$ cat src/rtl/pad_dir_sequencer.sv
`timescale 1ns/1ps
// Bidirectional pad sequencer: owns pad direction, synchronizes pad_i and inserts turnaround cycles.
// Optional majority-of-3 receive glitch filter enabled by defining PAD_DIR_SEQ_RX_FILTER_EN.
module pad_dir_sequencer #(
    parameter int TURN_CYCLES = 2,
    parameter int SYNC_STAGES = 2
) (
    input  logic clk,
    input  logic rst_n,
    input  logic tx_valid,
    input  logic tx_data,
    output logic tx_ready,
    output logic rx_valid,
    output logic rx_data,
    input  logic pad_i,
    output logic pad_o,
    output logic pad_oe
);

    // state    | meaning
    // RX       | pad released, inbound edges reported
    // TURN_OUT | dead cycles before driving the pad
    // TX       | outbound handshake, pad driven after first accepted bit
    // TURN_IN  | dead cycles before listening again
    localparam logic [1:0] ST_RX       = 2'd0;
    localparam logic [1:0] ST_TURN_OUT = 2'd1;
    localparam logic [1:0] ST_TX       = 2'd2;
    localparam logic [1:0] ST_TURN_IN  = 2'd3;

    localparam logic [3:0] TURN_LOAD = 4'(TURN_CYCLES - 1);

    logic [1:0]             r_state;
    logic [3:0]             r_cnt;
    logic [SYNC_STAGES-1:0] r_sync;
    logic                   r_last;
    logic                   r_tx_ready;
    logic                   r_rx_valid;
    logic                   r_rx_data;
    logic                   r_pad_o;
    logic                   r_pad_oe;
    logic                   w_sync;
    logic                   w_level;

    assign w_sync = r_sync[SYNC_STAGES-1];

`ifdef PAD_DIR_SEQ_RX_FILTER_EN
    logic [1:0] r_hist;

    always_ff @(posedge clk or negedge rst_n) begin
        if (!rst_n) begin
            r_hist <= 2'b00;
        end else begin
            r_hist <= {r_hist[0], w_sync};
        end
    end

    // A level must be seen in two of the last three samples to count.
    assign w_level = (w_sync & r_hist[0]) | (w_sync & r_hist[1]) | (r_hist[0] & r_hist[1]);
`else
    assign w_level = w_sync;
`endif

    always_ff @(posedge clk or negedge rst_n) begin
        if (!rst_n) begin
            r_sync <= '0;
        end else begin
            r_sync <= {r_sync[SYNC_STAGES-2:0], pad_i};
        end
    end

    always_ff @(posedge clk or negedge rst_n) begin
        if (!rst_n) begin
            r_state    <= ST_RX;
            r_cnt      <= 4'd0;
            r_last     <= 1'b0;
            r_tx_ready <= 1'b0;
            r_rx_valid <= 1'b0;
            r_rx_data  <= 1'b0;
            r_pad_o    <= 1'b0;
            r_pad_oe   <= 1'b0;
        end else begin
            r_rx_valid <= 1'b0;
            case (r_state)
                ST_RX: begin
                    // Outbound request wins; a coincident inbound edge is dropped.
                    if (tx_valid) begin
                        r_state <= ST_TURN_OUT;
                        r_cnt   <= TURN_LOAD;
                    end else if (w_level != r_last) begin
                        r_rx_valid <= 1'b1;
                        r_rx_data  <= w_level;
                        r_last     <= w_level;
                    end
                end
                ST_TURN_OUT: begin
                    if (!tx_valid) begin
                        r_state <= ST_TURN_IN;
                        r_cnt   <= TURN_LOAD;
                    end else if (r_cnt == 4'd0) begin
                        r_state    <= ST_TX;
                        r_tx_ready <= 1'b1;
                    end else begin
                        r_cnt <= r_cnt - 4'd1;
                    end
                end
                ST_TX: begin
                    if (tx_valid) begin
                        if (r_tx_ready) begin
                            r_pad_o  <= tx_data;
                            r_pad_oe <= 1'b1;
                        end
                    end else begin
                        r_state    <= ST_TURN_IN;
                        r_cnt      <= TURN_LOAD;
                        r_pad_oe   <= 1'b0;
                        r_tx_ready <= 1'b0;
                    end
                end
                ST_TURN_IN: begin
                    // Re-arm edge detection at the current level so the turnaround is silent.
                    if (r_cnt == 4'd0) begin
                        r_state <= ST_RX;
                        r_last  <= w_level;
                    end else begin
                        r_cnt <= r_cnt - 4'd1;
                    end
                end
                default: begin
                    r_state    <= ST_RX;
                    r_pad_oe   <= 1'b0;
                    r_tx_ready <= 1'b0;
                end
            endcase
        end
    end

    assign tx_ready = r_tx_ready;
    assign rx_valid = r_rx_valid;
    assign rx_data  = r_rx_data;
    assign pad_o    = r_pad_o;
    assign pad_oe   = r_pad_oe;

endmodule

$ cat config.mk
export PLATFORM = sky130hd
export DESIGN_NAME = pad_dir_sequencer
export DESIGN_NICKNAME = d
export VERILOG_FILES = /design/src/rtl/pad_dir_sequencer.sv
export SDC_FILE = /design/constraint.sdc
export NUM_CORES = 1
export LEC_CHECK = 0
export CORE_UTILIZATION = 56
export DETAILED_ROUTE_END_ITERATION = 10
export GPL_TIMING_DRIVEN = 0
export PLACE_DENSITY = 0.81
export SLEW_MARGIN = 20
export SYNTH_ARGS = -nofsm -noshare
export SYNTH_HDL_FRONTEND = slang
export SYNTH_SLANG_ARGS = --single-unit
$ cat constraint.sdc
create_clock -name clk -period 3.2 [get_ports clk]
set_clock_uncertainty 0.1 [all_clocks]
set_input_delay 0.64 -clock clk [delete_from_list [all_inputs] [get_ports clk]]
set_output_delay 0.64 -clock clk [all_outputs]
set_load 0.03 [all_outputs]
## Word level (Yosys, flattened, before mapping)

Cells that the tools add are included.

| storage, ports and cells | value |
|---|---|
| flip-flop bits (word level) | 14 |
| input bits | 5 |

| cells by class | value |
|---|---|
| multiplexer cells | 24 |
| $add $sub $neg | 1 |
| bitwise operators | 1 |
| reduce and logical (&&, ||, !) cells | 11 |
| eq/ne operators | 13 |

Operators by type and width:

| kind | number |
|---|---|
| $mux W4 | 4 |
| $pmux W4 S4 | 1 |
| $ne A2 B2 Y1 const B | 7 |
| $reduce_and A4 Y1 | 3 |
| $mux W1 | 11 |
| $mux W2 | 5 |
| $pmux W2 S4 | 1 |
| $reduce_and A3 Y1 | 2 |
| $eq A2 B2 Y1 const B | 2 |
| $logic_not A4 Y1 | 1 |
| $pmux W1 S2 | 2 |
| $reduce_and A2 Y1 | 2 |
| $reduce_bool A2 Y1 | 2 |
| $sub A4 B1 Y4 const B | 1 |
| $ne A3 B3 Y1 const B | 1 |
| $eq A2 B1 Y1 const B | 1 |
| $logic_not A2 Y1 | 1 |
| $ne A2 B1 Y1 const B | 1 |
| $ne A1 B1 Y1 | 1 |
| $not A1 Y1 | 1 |

## Logic depth before layout (Yosys ltp)

| logic depth | value |
|---|---|
| depth after elaboration | 4 |
| gate-level depth with buffers | 5 |
| mapped depth without buffers | 5 |

## Worst setup path before layout

No wires, ideal clock.

| path | value |
|---|---|
| path type | in2reg |
| start | input tx_valid |
| end | register r_state[1] |
| stages on the path | 4 |
| path slack | 1.556 ns |
| setup time | 0.125 ns |
| buffers on the path | 1 |
| data arrival time | 1.419 ns |
| cell sequence | buf_6 > mux2i_4 > o21ai_2 > mux2_4 |

| between the ends | value |
|---|---|
| word-level cells in the longest chain between the ends | 2 |
| elaborated cells on any way between the ends | 6 |

RTL lines:

| item | line | source |
|---|---|---|
| start, declared | 10 | `input logic tx_valid,` |
| $ne A3 B3 Y1 (no source line) (tied with other cells) | - |  |
| $reduce_and A4 Y1 (no source line) / $pmux W2 S4 (equally long branches) | - |  |
| end signal, assigned | 73 | `r_state <= ST_RX;` |
| end signal, assigned | 87 | `r_state <= ST_TURN_OUT;` |
| end signal, assigned | 97 | `r_state <= ST_TURN_IN;` |
| end, declared | 32 | `logic [1:0] r_state;` |

Several ways; a longest one is shown, not always the timed one.
A chain may end at the register's enable or synchronous reset.

## Worst setup path in the final report

| path | value |
|---|---|
| start | register r_tx_ready (netlist: tx_ready) |
| end | output tx_ready |

RTL lines:

| item | line | source |
|---|---|---|
| start, declared | 36 | `logic r_tx_ready;` |
| start signal, assigned | 76 | `r_tx_ready <= 1'b0;` |
| start signal, assigned | 101 | `r_tx_ready <= 1'b1;` |
| start signal, assigned | 116 | `r_tx_ready <= 1'b0;` |
| end, declared | 12 | `output logic tx_ready,` |

No word-level cell between the ends.

==> impl_metrics.ini <==
[clocking]
cts_sinks = 14
root_buffer = clkbuf_4
htreeDepth = 1
clk_latency_ps = 280
cts-resized-gates = 0
cts_inserted_buffers = 3
cts.reportedPaths.clkPinSlew_ps = 90
cts_tree = yes
postCtsHoldBufs = 0
cts_setup_buffers = 0
clockBufferDepth = 2

[layout]
final_cells = 93
drive_above_1_share = 0.177
fillers = 82
final_nets = 90
utilization = 0.761
final_cell_mix = 14 x dfrtp_1, 8 x clkdlybuf4s50_1, 7 x inv_1, 5 x o21ai_0, 5 x ha_1
layout_commonest_cell = dfrtp_1
syn2layout_area_growth_pct = 17.4
antenna_cells = 0

[floorplanning]
dieWidth_um = 39.0
start_util = 0.648
die_y_um = 39.0
core_area_um2 = 1190
io_pins = 10
rows = 12
die_area_um2 = 1520

[logic_synthesis]
ys_warn_count = 0
synthAdderAreaFrac = 0.0814
synthCells = 67
synth_top_family_by_area = compound AO/OA/AOI/OAI gates
synthDistinctLibCells = 33
synth_mux_area_frac = 0.0912
ys_seq_elements = 14
synth_compound_area_frac = 0.197
synth-simple-area-share = 0.114
ys_seq_area_frac = 0.456
syn_nets = 77
avgSynthCellArea_um2 = 11.5
synth_xor_area_frac = 0.0114
syn_area_um2 = 768

[power]
p_switching_uw = 390
power_frac_clock = 0.133
intPower_uw = 555
power.leakage_uw = 0.000397
pwr-share-seq = 0.310
worst_ir_drop_vdd_mv = 0.571
p_comb_frac = 0.556
switching_share = 0.413
power.density_nw_per_um2 = 1050

[setup_path]
worstPathCellList = clkdlybuf4s50_1
crit_required_ps = 2460
crit_type = flop to output port
cp_top_family = buffers and inverters
slowest_stage = clkdlybuf4s50_1
critPathMaxFanout = 5
end_kind = output port
crit_path_start_kind = flop
worst_ep_arrival_time_ps = 1380
critPathBufInv = 1
critical_path.max_stage_delay_ps = 690

[detailed_routing]
antenna_left = 0
first_pass_iters = 4
drt_iter0_drc = 13
via_count = 551
routed_wirelength_um = 1360
wl_per_cell_um = 14.6
wl_met2_um = 647
wl_met1_um = 651
via_per_inst = 5.92
routed-wl-met3_um = 62
routed.top_layer = met3
drc = 0

[global_route]
grt_pass1_wl_um = 2290
antenna_found_initial = 0
gr-usage-all-layers = 0.229
gr-total-overflow = 0
grt_max_degree = 15
grt_pass1_vias = 529

[timing]
rsz0062_at_grt = false
tightest_slew_ps = 618
finalHoldViolations = 0
fmax_mhz = 472
setup_tns_ps = 0
setup_viol = 0
max_slew_margin = 0.587
period_share = 0.663
slew_viol_final = 0
fin_crit_ps = 2120

[placement]
place_inst = 89
routabilityCongestion = 0.797
place_hpwl_um = 1030
io_buffer_count = 8

[run_status]
status = completed

[flow_run]
maxCapViolCount = 0

[min_path]
hold_class = flop to flop
registers in the layout, indices dropped and copies added, names as in the netlist:
register / count
r_state: 2
pad_oe: 1
r_sync: 2
rx_valid: 1
r_last: 1
tx_ready: 1
rx_data: 1
r_cnt: 4
pad_o: 1
power groups by stage:
| stage | logic (uW) | registers, uW | clock network, uW |
|---|---|---|---|
| global placement | 503 | 294 | 0 |
| global route | 579 | 303 | 139 |
| finish | 526 | 294 | 126 |
| floorplan | 343 | 343 | 0 |
| CTS | 527 | 294 | 127 |
| detailed placement | 527 | 297 | 0 |
cells by family (layout without fill, tap and decap cells):
| family | Yosys count | in the layout |
|---|---|---|
| flip-flops | 14 | 14 |
| XOR/XNOR | 1 | 1 |
| AND/OR/NAND/NOR | 13 | 13 |
| adder cells (fa/ha/maj) | 5 | 5 |
| AO/OA/AOI/OAI | 21 | 21 |
| buffers and inverters | 8 | 20 |
| multiplexers | 5 | 5 |
final timing paths:
| kind | startpoint | to | slack, ps | cells after the start |
|---|---|---|---|---|
| max in group asynchronous | rst_n | r_cnt[3] | 1960 | 1 |
| worst min-delay path | r_sync[0] | r_sync[1] | 270 | 0 |
| worst max register to register | r_cnt[0] | r_state[1] | 1410 | 5 |
| worst max-delay path | tx_ready | tx_ready | 1080 | 1 |
| worst min register to register | r_sync[0] | r_sync[1] | 270 | 0 |
| min in group asynchronous | rst_n | pad_oe | 640 | 1 |
metrics by stage:
stage | setup slack [ps] | total power, uW | area [um^2] | hold slack (ps)
final | 1080 | 945 | 902 | 268
after global routing | 1020 | 1020 | 902 | 271
after CTS | 1070 | 948 | 902 | 271
after detailed placement | 1390 | 824 | 866 | 261
after global placement | 1400 | 797 | 866 | 234
after floorplan | 1560 | 685 | 768 | 231
per-layer routing:
layer,GRT usage,vias up
met2,0.392,18
met3,0.0347,0
met4,0.0776,0
met1,0.292,266
met5,0,-
li1,-,267
layout make-up:
cell class,count,area (um^2),area share
multi-input cells,45,380,0.422
flip-flops and latches,14,350,0.388
repair buffers,8,80.1,0.0888
clock buffers,4,36.3,0.0402
inverters,7,26.3,0.0291
well taps,14,17.5,0.0194
plain buffers,1,11.3,0.0125
cell usage after synthesis (all sizes together):
cell type,instances,area [um^2]
nor3b,1,12.5
a31oi,1,6.26
nor2,4,15.0
ha,5,62.6
o221ai,1,8.76
mux2,3,37.5
a21boi,1,7.51
nor3,1,5.00
a21oi,4,23.8
a32oi,1,8.76
xnor2,1,8.76
dfrtp,14,350
buf,1,11.3
nand2,1,3.75
nor2b,2,20.0
o22a,1,8.76
or3b,1,11.3
o21ai,7,38.8
inv,7,26.3
a32o,2,20.0
nand2b,1,6.26
nand3,1,5.00
mux2i,2,32.5
o2bb2ai,1,8.76
o221a,1,11.3
a22o,1,8.76
nand4b,1,8.76
No activity file was read; power rests on OpenSTA's default activity.
